==> src/rtl/mem_arbiter.sv <==
// mem_arbiter: single-port RAM arbiter between instruction fetch and data
// memory. Data requests win over fetch; a granted access runs until the RAM
// reports ACCESS (one-cycle iHit/dHit strobe follows), ERROR, or the requester
// withdraws. The RAM port is driven combinationally from the grant state so
// that it tracks the live requester inputs and drops immediately on RST.
// Optional feature: define MEMARB_TIMEOUT_EN to enable the watchdog that
// abandons an access after TIMEOUT cycles and raises the sticky memerr flag.
module mem_arbiter #(
  parameter int TIMEOUT = 64
) (
  input  logic        CLK,
  input  logic        RST,
  input  logic        iREN,
  input  logic [31:0] iaddr,
  input  logic        dREN,
  input  logic        dWEN,
  input  logic [31:0] daddr,
  input  logic [31:0] dstore,
  input  logic [1:0]  ramstate,
  input  logic [31:0] ramload,
  output logic        ramREN,
  output logic        ramWEN,
  output logic [31:0] ramaddr,
  output logic [31:0] ramstore,
  output logic        iHit,
  output logic        dHit,
  output logic [31:0] iload,
  output logic [31:0] dload,
  output logic        memerr
);

  typedef enum logic [1:0] {
    ST_IDLE  = 2'd0,
    ST_DATA  = 2'd1,
    ST_INSTR = 2'd2,
    ST_DONE  = 2'd3
  } state_e;

  localparam logic [1:0] RAM_ACCESS = 2'd2;
  localparam logic [1:0] RAM_ERROR  = 2'd3;

  state_e      state_q, state_d;
  logic        ihit_q, ihit_d;
  logic        dhit_q, dhit_d;
  logic [31:0] iload_q, iload_d;
  logic [31:0] dload_q, dload_d;
  logic        dreq_s;
  logic        timeout_s;

  assign dreq_s = dREN | dWEN;

`ifdef MEMARB_TIMEOUT_EN
  localparam int CNT_W = ($clog2(TIMEOUT) > 8) ? $clog2(TIMEOUT) : 8;

  logic [CNT_W-1:0] cnt_q;
  logic             memerr_q;
  logic             busy_s;
  logic             to_fire_s;

  assign busy_s    = (state_q == ST_DATA) || (state_q == ST_INSTR);
  assign timeout_s = busy_s && (cnt_q == CNT_W'(TIMEOUT - 1));
  // A genuine timeout: requester still asking, RAM neither done nor failed.
  assign to_fire_s = timeout_s && (ramstate != RAM_ACCESS) && (ramstate != RAM_ERROR) &&
                     (((state_q == ST_DATA) && dreq_s) || ((state_q == ST_INSTR) && iREN));

  // Watchdog: count cycles spent waiting on the RAM; memerr sticks until reset.
  always_ff @(posedge CLK or posedge RST) begin
    if (RST) begin
      cnt_q    <= '0;
      memerr_q <= 1'b0;
    end else begin
      if (busy_s) begin
        cnt_q <= cnt_q + CNT_W'(1'b1);
      end else begin
        cnt_q <= '0;
      end
      if (to_fire_s) begin
        memerr_q <= 1'b1;
      end
    end
  end

  assign memerr = memerr_q;
`else
  // Watchdog absent: accesses wait indefinitely for the RAM.
  assign timeout_s = 1'b0 & (TIMEOUT > 0);
  assign memerr    = 1'b0;
`endif

  // State, hit strobes and returned data registers.
  always_ff @(posedge CLK or posedge RST) begin
    if (RST) begin
      state_q <= ST_IDLE;
      ihit_q  <= 1'b0;
      dhit_q  <= 1'b0;
      iload_q <= 32'h0000_0000;
      dload_q <= 32'h0000_0000;
    end else begin
      state_q <= state_d;
      ihit_q  <= ihit_d;
      dhit_q  <= dhit_d;
      iload_q <= iload_d;
      dload_q <= dload_d;
    end
  end

  // Arbitration and access progress; a dropped request is checked first since
  // the RAM port is then no longer enabled.
  always_comb begin
    state_d = state_q;
    ihit_d  = 1'b0;
    dhit_d  = 1'b0;
    iload_d = iload_q;
    dload_d = dload_q;
    case (state_q)
      ST_IDLE: begin
        if (dreq_s) begin
          state_d = ST_DATA;
        end else if (iREN) begin
          state_d = ST_INSTR;
        end else begin
          state_d = ST_IDLE;
        end
      end
      ST_DATA: begin
        if (!dreq_s) begin
          state_d = ST_IDLE;
        end else if (ramstate == RAM_ACCESS) begin
          if (dREN) begin
            dload_d = ramload;
          end else begin
            dload_d = dload_q;
          end
          dhit_d  = 1'b1;
          state_d = ST_DONE;
        end else if ((ramstate == RAM_ERROR) || timeout_s) begin
          state_d = ST_IDLE;
        end else begin
          state_d = ST_DATA;
        end
      end
      ST_INSTR: begin
        if (!iREN) begin
          state_d = ST_IDLE;
        end else if (ramstate == RAM_ACCESS) begin
          iload_d = ramload;
          ihit_d  = 1'b1;
          state_d = ST_DONE;
        end else if ((ramstate == RAM_ERROR) || timeout_s) begin
          state_d = ST_IDLE;
        end else begin
          state_d = ST_INSTR;
        end
      end
      ST_DONE: begin
        state_d = ST_IDLE;
      end
      default: begin
        state_d = ST_IDLE;
      end
    endcase
  end

  // RAM port follows the live inputs of whichever side holds the grant.
  always_comb begin
    ramREN   = 1'b0;
    ramWEN   = 1'b0;
    ramaddr  = 32'h0000_0000;
    ramstore = 32'h0000_0000;
    case (state_q)
      ST_DATA: begin
        ramREN   = dREN;
        ramWEN   = dWEN;
        ramaddr  = daddr;
        ramstore = dstore;
      end
      ST_INSTR: begin
        ramREN   = 1'b1;
        ramWEN   = 1'b0;
        ramaddr  = iaddr;
        ramstore = 32'h0000_0000;
      end
      default: begin
        ramREN   = 1'b0;
        ramWEN   = 1'b0;
        ramaddr  = 32'h0000_0000;
        ramstore = 32'h0000_0000;
      end
    endcase
  end

  assign iHit  = ihit_q;
  assign dHit  = dhit_q;
  assign iload = iload_q;
  assign dload = dload_q;

endmodule

==> config.mk <==
export PLATFORM = sky130hd
export DESIGN_NAME = mem_arbiter
export DESIGN_NICKNAME = d
export VERILOG_FILES = /design/src/rtl/mem_arbiter.sv
export SDC_FILE = /design/constraint.sdc
export NUM_CORES = 1
export LEC_CHECK = 0
export BUFFER_PORTS_ARGS = -buffer_cell sky130_fd_sc_hd__buf_2
export CORE_ASPECT_RATIO = 0.5
export CORE_MARGIN = 10
export CORE_UTILIZATION = 41
export CTS_BUF_LIST = sky130_fd_sc_hd__clkbuf_16
export DETAILED_ROUTE_END_ITERATION = 10
export PLACE_DENSITY = 0.81
export RECOVER_POWER = 100
export SYNTH_ARGS = -nofsm -noshare
export SYNTH_HDL_FRONTEND = slang
export SYNTH_SLANG_ARGS = --single-unit
==> constraint.sdc <==
create_clock -name CLK -period 2.2 [get_ports CLK]
set_clock_uncertainty 0.15 [all_clocks]
set_input_delay 0.11 -clock CLK [delete_from_list [all_inputs] [get_ports CLK]]
set_output_delay 0.11 -clock CLK [all_outputs]
set_load 0.02 [all_outputs]
==> results of run 1 <==
-- cell families after synthesis --
logic type | synth area share [%]
flip-flops | 47.2
buffers and inverters | 4.06
multiplexers | 26.0
adder cells (fa/ha/maj) | 1.73
AO/OA/AOI/OAI | 7.59
other | 0.104
AND/OR/NAND/NOR | 13.3
-- layout by cell type, fill, tap and decap left out --
cell type | synthesis | final
ha_2 | 0 | 1
a2bb2oi_1 | 1 | 1
dfrtp_1 | 68 | 68
nor2b_1 | 33 | 33
ha_1 | 5 | 4
nor2_1 | 1 | 1
nand3_1 | 0 | 1
and2_1 | 33 | 32
a21oi_1 | 2 | 2
dlygate4sd3_1 | 0 | 35
inv_1 | 4 | 5
o22ai_1 | 1 | 1
clkbuf_16 | 0 | 9
nand3_4 | 2 | 1
clkinv_2 | 0 | 2
diode_2 | 0 | 2
bufinv_16 | 0 | 1
nor2b_4 | 1 | 1
a22oi_1 | 32 | 32
a31o_2 | 1 | 1
and3b_1 | 1 | 1
clkbuf_1 | 11 | 96
buf_6 | 6 | 1
clkinvlp_4 | 0 | 2
mux2_2 | 6 | 6
and2_0 | 0 | 1
mux2_4 | 58 | 3
buf_4 | 1 | 3
clkbuf_2 | 0 | 34
inv_6 | 0 | 1
clkbuf_4 | 0 | 2
nand2_1 | 2 | 2
buf_2 | 3 | 138
mux2_1 | 0 | 55
conb_1 | 1 | 1
buf_12 | 0 | 1
-- report_power, final --
part / leakage (nW) / internal (mW) / switching, mW
logic: 1.62 / 1.48 / 2.66
registers: 0.842 / 1.83 / 0.347
clock network: 0.143 / 0.872 / 0.532
-- state kept, by name, indices dropped and copies added, names as in the netlist --
signal   count
dHit         1
dload       32
iload       32
state_q      2
iHit         1
-- per-layer routing --
layer | GRT usage [%] | routed length (um) | vias up
met5 | 0 | 0 | -
met4 | 6.11 | 364 | 0
met3 | 7.07 | 870 | 29
met2 | 37.4 | 7400 | 123
met1 | 19.2 | 4730 | 1592
li1 | - | - | 1549
-- Yosys cell counts --
master / count / area share [%]
a21oi_1: 2 / 0.28
a22oi_1: 32 / 6.7
a2bb2oi_1: 1 / 0.24
a31o_2: 1 / 0.24
and2_1: 33 / 5.7
and3b_1: 1 / 0.24
buf_2: 3 / 0.42
buf_4: 1 / 0.21
buf_6: 6 / 1.9
clkbuf_1: 11 / 1.1
conb_1: 1 / 0.10
dfrtp_1: 68 / 47
ha_1: 5 / 1.7
inv_1: 4 / 0.42
mux2_2: 6 / 1.9
mux2_4: 58 / 24
nand2_1: 2 / 0.21
nand3_4: 2 / 0.97
nor2_1: 1 / 0.10
nor2b_1: 33 / 5.7
nor2b_4: 1 / 0.38
o22ai_1: 1 / 0.17
-- final cells by class --
type	instances	area share, %
Sequential cell	68	31.8
Timing Repair Buffer	310	30.7
Multi-Input combinational cell	180	28.9
Clock buffer	9	4.21
Tap cell	117	2.74
Clock inverter	7	1.26
Inverter	4	0.281
Antenna cell	2	0.0936
-- worst max-delay path, cell delays in order, from the launching register on --
cell and delay, ps:
dfrtp_1 390, inv_1 110, ha_2 230, buf_12 230
and2_1 160, clkbuf_1 300
-- stage by stage --
step / cell area, sq um / util [%]
final: 5350 / 61.8
after global routing: 5340 / 61.8
after CTS: 5710 / 66.0
after detailed placement: 5060 / 58.5
after global placement: 5060 / 58.5
after floorplan: 3610 / -
-- path summary, 6_finish.rpt --
check	from	endpoint
hold reg to reg	iload[0]	iload[0]
setup reg to reg	state_q[0]	iload[9]
setup / recovery	state_q[1]	ramstore[12]
max in group asynchronous	RST	dload[27]
hold / removal	dREN	state_q[1]
min in group asynchronous	RST	iload[19]
-- what timing repair did --
action / in CTS / in global routing
resized for setup: 0 / 1
hold buffers: 35 / 0
setup endpoints to repair: 0 / 1
endpoints found under the hold margin: 88 / 0
==> run_results.csv, run 1 <==
group,metric,value,unit
outcome,status,"complete, but fails checks",
outcome,violations,"hold timing",
grt,overflow,0,
timing,period_needed,2050,ps
hold_path,hp-class,"primary input to register",
floorplanning,std_cell_rows,24,
detailed_routing,routedWlPerCell,19.2,um
finish,final_nets,713,
synthesis,syn_nets,413,
timing,tightest_slew,833,ps
placement,dpl_worst_slack,457,ps
power,p_total,7.72,mW
finish,stdcell_count,697,
synthesis,syn_avg_cell_area,13.2,sq um
detailed_routing,drtPass1Iterations,4,
synthesis,syn_inst,273,
timing,fin_crit_sh,93.0,%
grt,grt_pass1_wl,20600,um
synthesis,yosysUniqueCellTypes,22,
worst_setup_path,start_kind,"register",
finish,fill_cells,789,
floorplanning,die_h,86.3,um
clocking,htree_levels,3,
power,p_leak,2.61,nW
floorplanning,ios,268,
placement,dp.cells,644,
grt,grt_pass1_vias,3684,
detailed_routing,num_vias,3293,
floorplanning,die_w,153,um
worst_setup_path,criticalPathCategory,"register to output port",
timing,setup_ws,153,ps
worst_setup_path,cp_max_fo,66,
worst_setup_path,worstSetupEndpointType,"output port",
finish,syn_to_final_growth,48.1,%
detailed_routing,antenna_left,0,
timing,rsz0062_at_grt,"no",
grt,antenna_found_initial,1,
hold_path,min_delay_path_depth,4,
timing,final_hold_viol_count,1,
power,ir_drop,0.629,mV
floorplanning,die_area,13200,sq um
finish,multi_input_area,1540,sq um
synthesis,syn_area,3610,sq um
timing,holdWs,-10.3,ps
job,cap_violations,0,
clocking,path_clk_slew,60,ps
worst_setup_path,cp_data_arrival_time,1790,ps
finish,register_area,1700,sq um
finish,layout-drive-gt1-share,35.8,%
timing,maxSlewViolCount,0,
worst_setup_path,crit_required,1940,ps
clocking,cts_buffers,9,
timing,finalSetupViolCount,0,
clocking,postCtsSetupBuffers,0,
timing,relSlewSlack,44.4,%
placement,place.gp.congestion,0.819,
placement,numPortBuffers,266,
clocking,cts.sinks,68,
worst_setup_path,r2r_cells,5,
clocking,cts-root-buf,"clkbuf_16",
floorplanning,initial_utilization,41.7,%
detailed_routing,via_per_inst,4.72,
clocking,clk_latency,320,ps
detailed_routing,wl,13400,um
clocking,cts_max_path_buffers,2,
timing,max_freq,489,MHz
floorplanning,core_area,8650,sq um
power,power.density,1440,nW/um^2
detailed_routing,route.detailed.drc,0,
synthesis,ys_ff_latch,68,
timing,tns,0,ps
clocking,tritoncts,"built",
placement,dp_hpwl,10300,um
detailed_routing,drt_iter0_drc,118,
synthesis,synth_seq_area_share,47.2,%
worst_setup_path,reg2reg_setup_slack,270,ps
grt,grt_max_degree,67,
grt,grt_usage,19.4,%
synthesis,yosys_warnings,0,
Power figures use the tool's default switching activity.
==> inputs of run 2 (changes only) <==
--- a/constraint.sdc
+++ b/constraint.sdc
@@ -3,3 +3,3 @@
 set_input_delay 0.11 -clock CLK [delete_from_list [all_inputs] [get_ports CLK]]
 set_output_delay 0.11 -clock CLK [all_outputs]
-set_load 0.02 [all_outputs]
+set_load 0.005 [all_outputs]
==> run_results.csv, run 2 (same netlist as run 1, synthesis figures left out) <==
group,metric,value,unit
outcome,status,"completed",
floorplanning,core_area,8650,sq um
power,p_leak,2.58,nW
worst_setup_path,cp_slowest_stage_delay,400,ps
detailed_routing,num_vias,3243,
timing,finalSetupViolCount,0,
floorplanning,initial_utilization,41.7,%
timing,max_freq,490,MHz
timing,maxSlewViolCount,0,
clocking,postCtsSetupBuffers,0,
finish,layout-drive-gt1-share,32.9,%
detailed_routing,antenna_left,0,
clocking,cts-resized-gates,0,
timing,fin_crit_sh,92.7,%
clocking,path_clk_slew,60,ps
clocking,clk_latency,330,ps
floorplanning,ios,268,
worst_setup_path,start_kind,"register",
power,p_int,4.45,mW
worst_setup_path,reg2reg_setup_slack,250,ps
placement,dpl_worst_slack,493,ps
power,p_sw_share,35.1,%
finish,syn_to_final_growth,49.0,%
placement,numPortBuffers,266,
worst_setup_path,cp_top_family,"buffers and inverters",
worst_setup_path,criticalPathCategory,"register to output port",
worst_setup_path,r2r-end,"dload[5]",
worst_setup_path,crit_required,1940,ps
detailed_routing,drt_iter0_drc,167,
worst_setup_path,regToRegStartpoint,"state_q[1]",
placement,place.gp.congestion,0.810,
detailed_routing,via_per_inst,4.67,
timing,period_needed,2040,ps
finish,final_cell_mix,"buf_2 (155), clkbuf_1 (110), dfrtp_1 (68)",
detailed_routing,drtPass1Iterations,4,
worst_setup_path,cp_data_arrival_time,1780,ps
clocking,cts.sinks,68,
power,power.density,1280,nW/um^2
power,p_clk_share,25.6,%
floorplanning,die_w,153,um
finish,design_area,5380,sq um
finish,final_nets,711,
power,power_frac_seq,31.9,%
worst_setup_path,r2r_cells,5,
clocking,htree_levels,3,
grt,grt_pass1_vias,3612,
job,cap_violations,0,
worst_setup_path,path_cells,"inv_1 -> ha_1 -> buf_12 -> a22oi_1 -> nor2b_1 -> clkbuf_1",
timing,rsz0062_at_grt,"no",
detailed_routing,routedWlPerCell,19.5,um
timing,tightest_slew,827,ps
worst_setup_path,crit_cells,6,
grt,grt_pass1_wl,20800,um
power,p_sw,2.41,mW
worst_setup_path,critical_path.endpoint,"ramaddr[10]",
worst_setup_path,cp_max_fo,66,
floorplanning,die_h,86.3,um
grt,grt_max_degree,67,
detailed_routing,route.detailed.drc,0,
finish,stdcell_count,694,
timing,relSlewSlack,44.8,%
worst_setup_path,worstSetupEndpointType,"output port",
clocking,cts-root-buf,"clkbuf_16",
finish,final_common_cell,"buf_2",
detailed_routing,wl,13600,um
timing,holdWs,10.6,ps
floorplanning,std_cell_rows,24,
timing,final_hold_viol_count,0,
timing,tns,0,ps
worst_setup_path,slowest_stage,"dfrtp_1",
clocking,cts-hold-fix-buffers,35,
clocking,cts_buffers,9,
placement,dp.cells,642,
grt,antenna_found_initial,0,
worst_setup_path,critPathLaunch,"state_q[1]",
power,ir_drop,0.565,mV
worst_setup_path,path_buf_inv,3,
clocking,tritoncts,"built",
timing,setup_ws,161,ps
placement,placed_cell_area,5060,sq um
hold_path,hp-class,"primary input to register",
power,power_frac_comb,42.5,%
clocking,cts_max_path_buffers,2,
placement,dp_hpwl,10000,um
floorplanning,die_area,13200,sq um
grt,grt_usage,19.5,%
grt,overflow,0,
-- run 2: how the worst min path moves through the flow --
stage                      startpoint    endpoint  slack [ps]  cells after the start
after floorplan                  iREN  state_q[1]          90                      2
after global placement            RST   dload[20]           8                      2
after detailed placement          RST   iload[20]          10                      2
after CTS                        dREN  state_q[1]           4                      4
after global routing      ramstate[0]        dHit          30                      3
final                            dREN  state_q[1]          10                      4
-- run 2: power by group through the flow --
stage	sequential (mW)	combinational (mW)	clock (mW)
2_1_floorplan	2.19	1.90	0
3_3_place_gp	2.16	3.41	0
3_5_place_dp	2.16	3.51	0
4_1_cts	2.18	3.57	1.78
5_1_grt	2.26	3.21	1.84
6_report	2.19	2.91	1.76
-- run 2: stage by stage --
| step | util [%] | power, mW |
|---|---|---|
| 2_1_floorplan | - | 4.09 |
| 3_3_place_gp | 58.5 | 5.57 |
| 3_5_place_dp | 58.5 | 5.68 |
| 4_1_cts | 66.8 | 7.52 |
| 5_1_grt | 62.1 | 7.30 |
| 6_report | 62.2 | 6.86 |
-- run 2: area by class of cell --
| class | count | area, sq um |
|---|---|---|
| clock buffers | 9 | 225 |
| repair buffers | 308 | 1610 |
| flip-flops and latches | 68 | 1700 |
| clock inverters | 6 | 138 |
| inverters | 4 | 15.0 |
| diodes | 2 | 5.00 |
| well taps | 117 | 146 |
| multi-input cells | 180 | 1540 |
| fillers | 764 | 3270 |
-- run 2: tightest hold or removal path: stages --
cell and delay [ps]:
buf_2 140, nor2_1 80, nand2_1 60, a2bb2oi_1 60
-- run 2: metal layers --
layer  vias up  wire (um)  GRT usage (%)
met3        19        848           5.88
li1       1542          -              -
met1      1572       4830           19.8
met5         -          0              0
met4         0        217           5.85
met2       110       7670           38.3
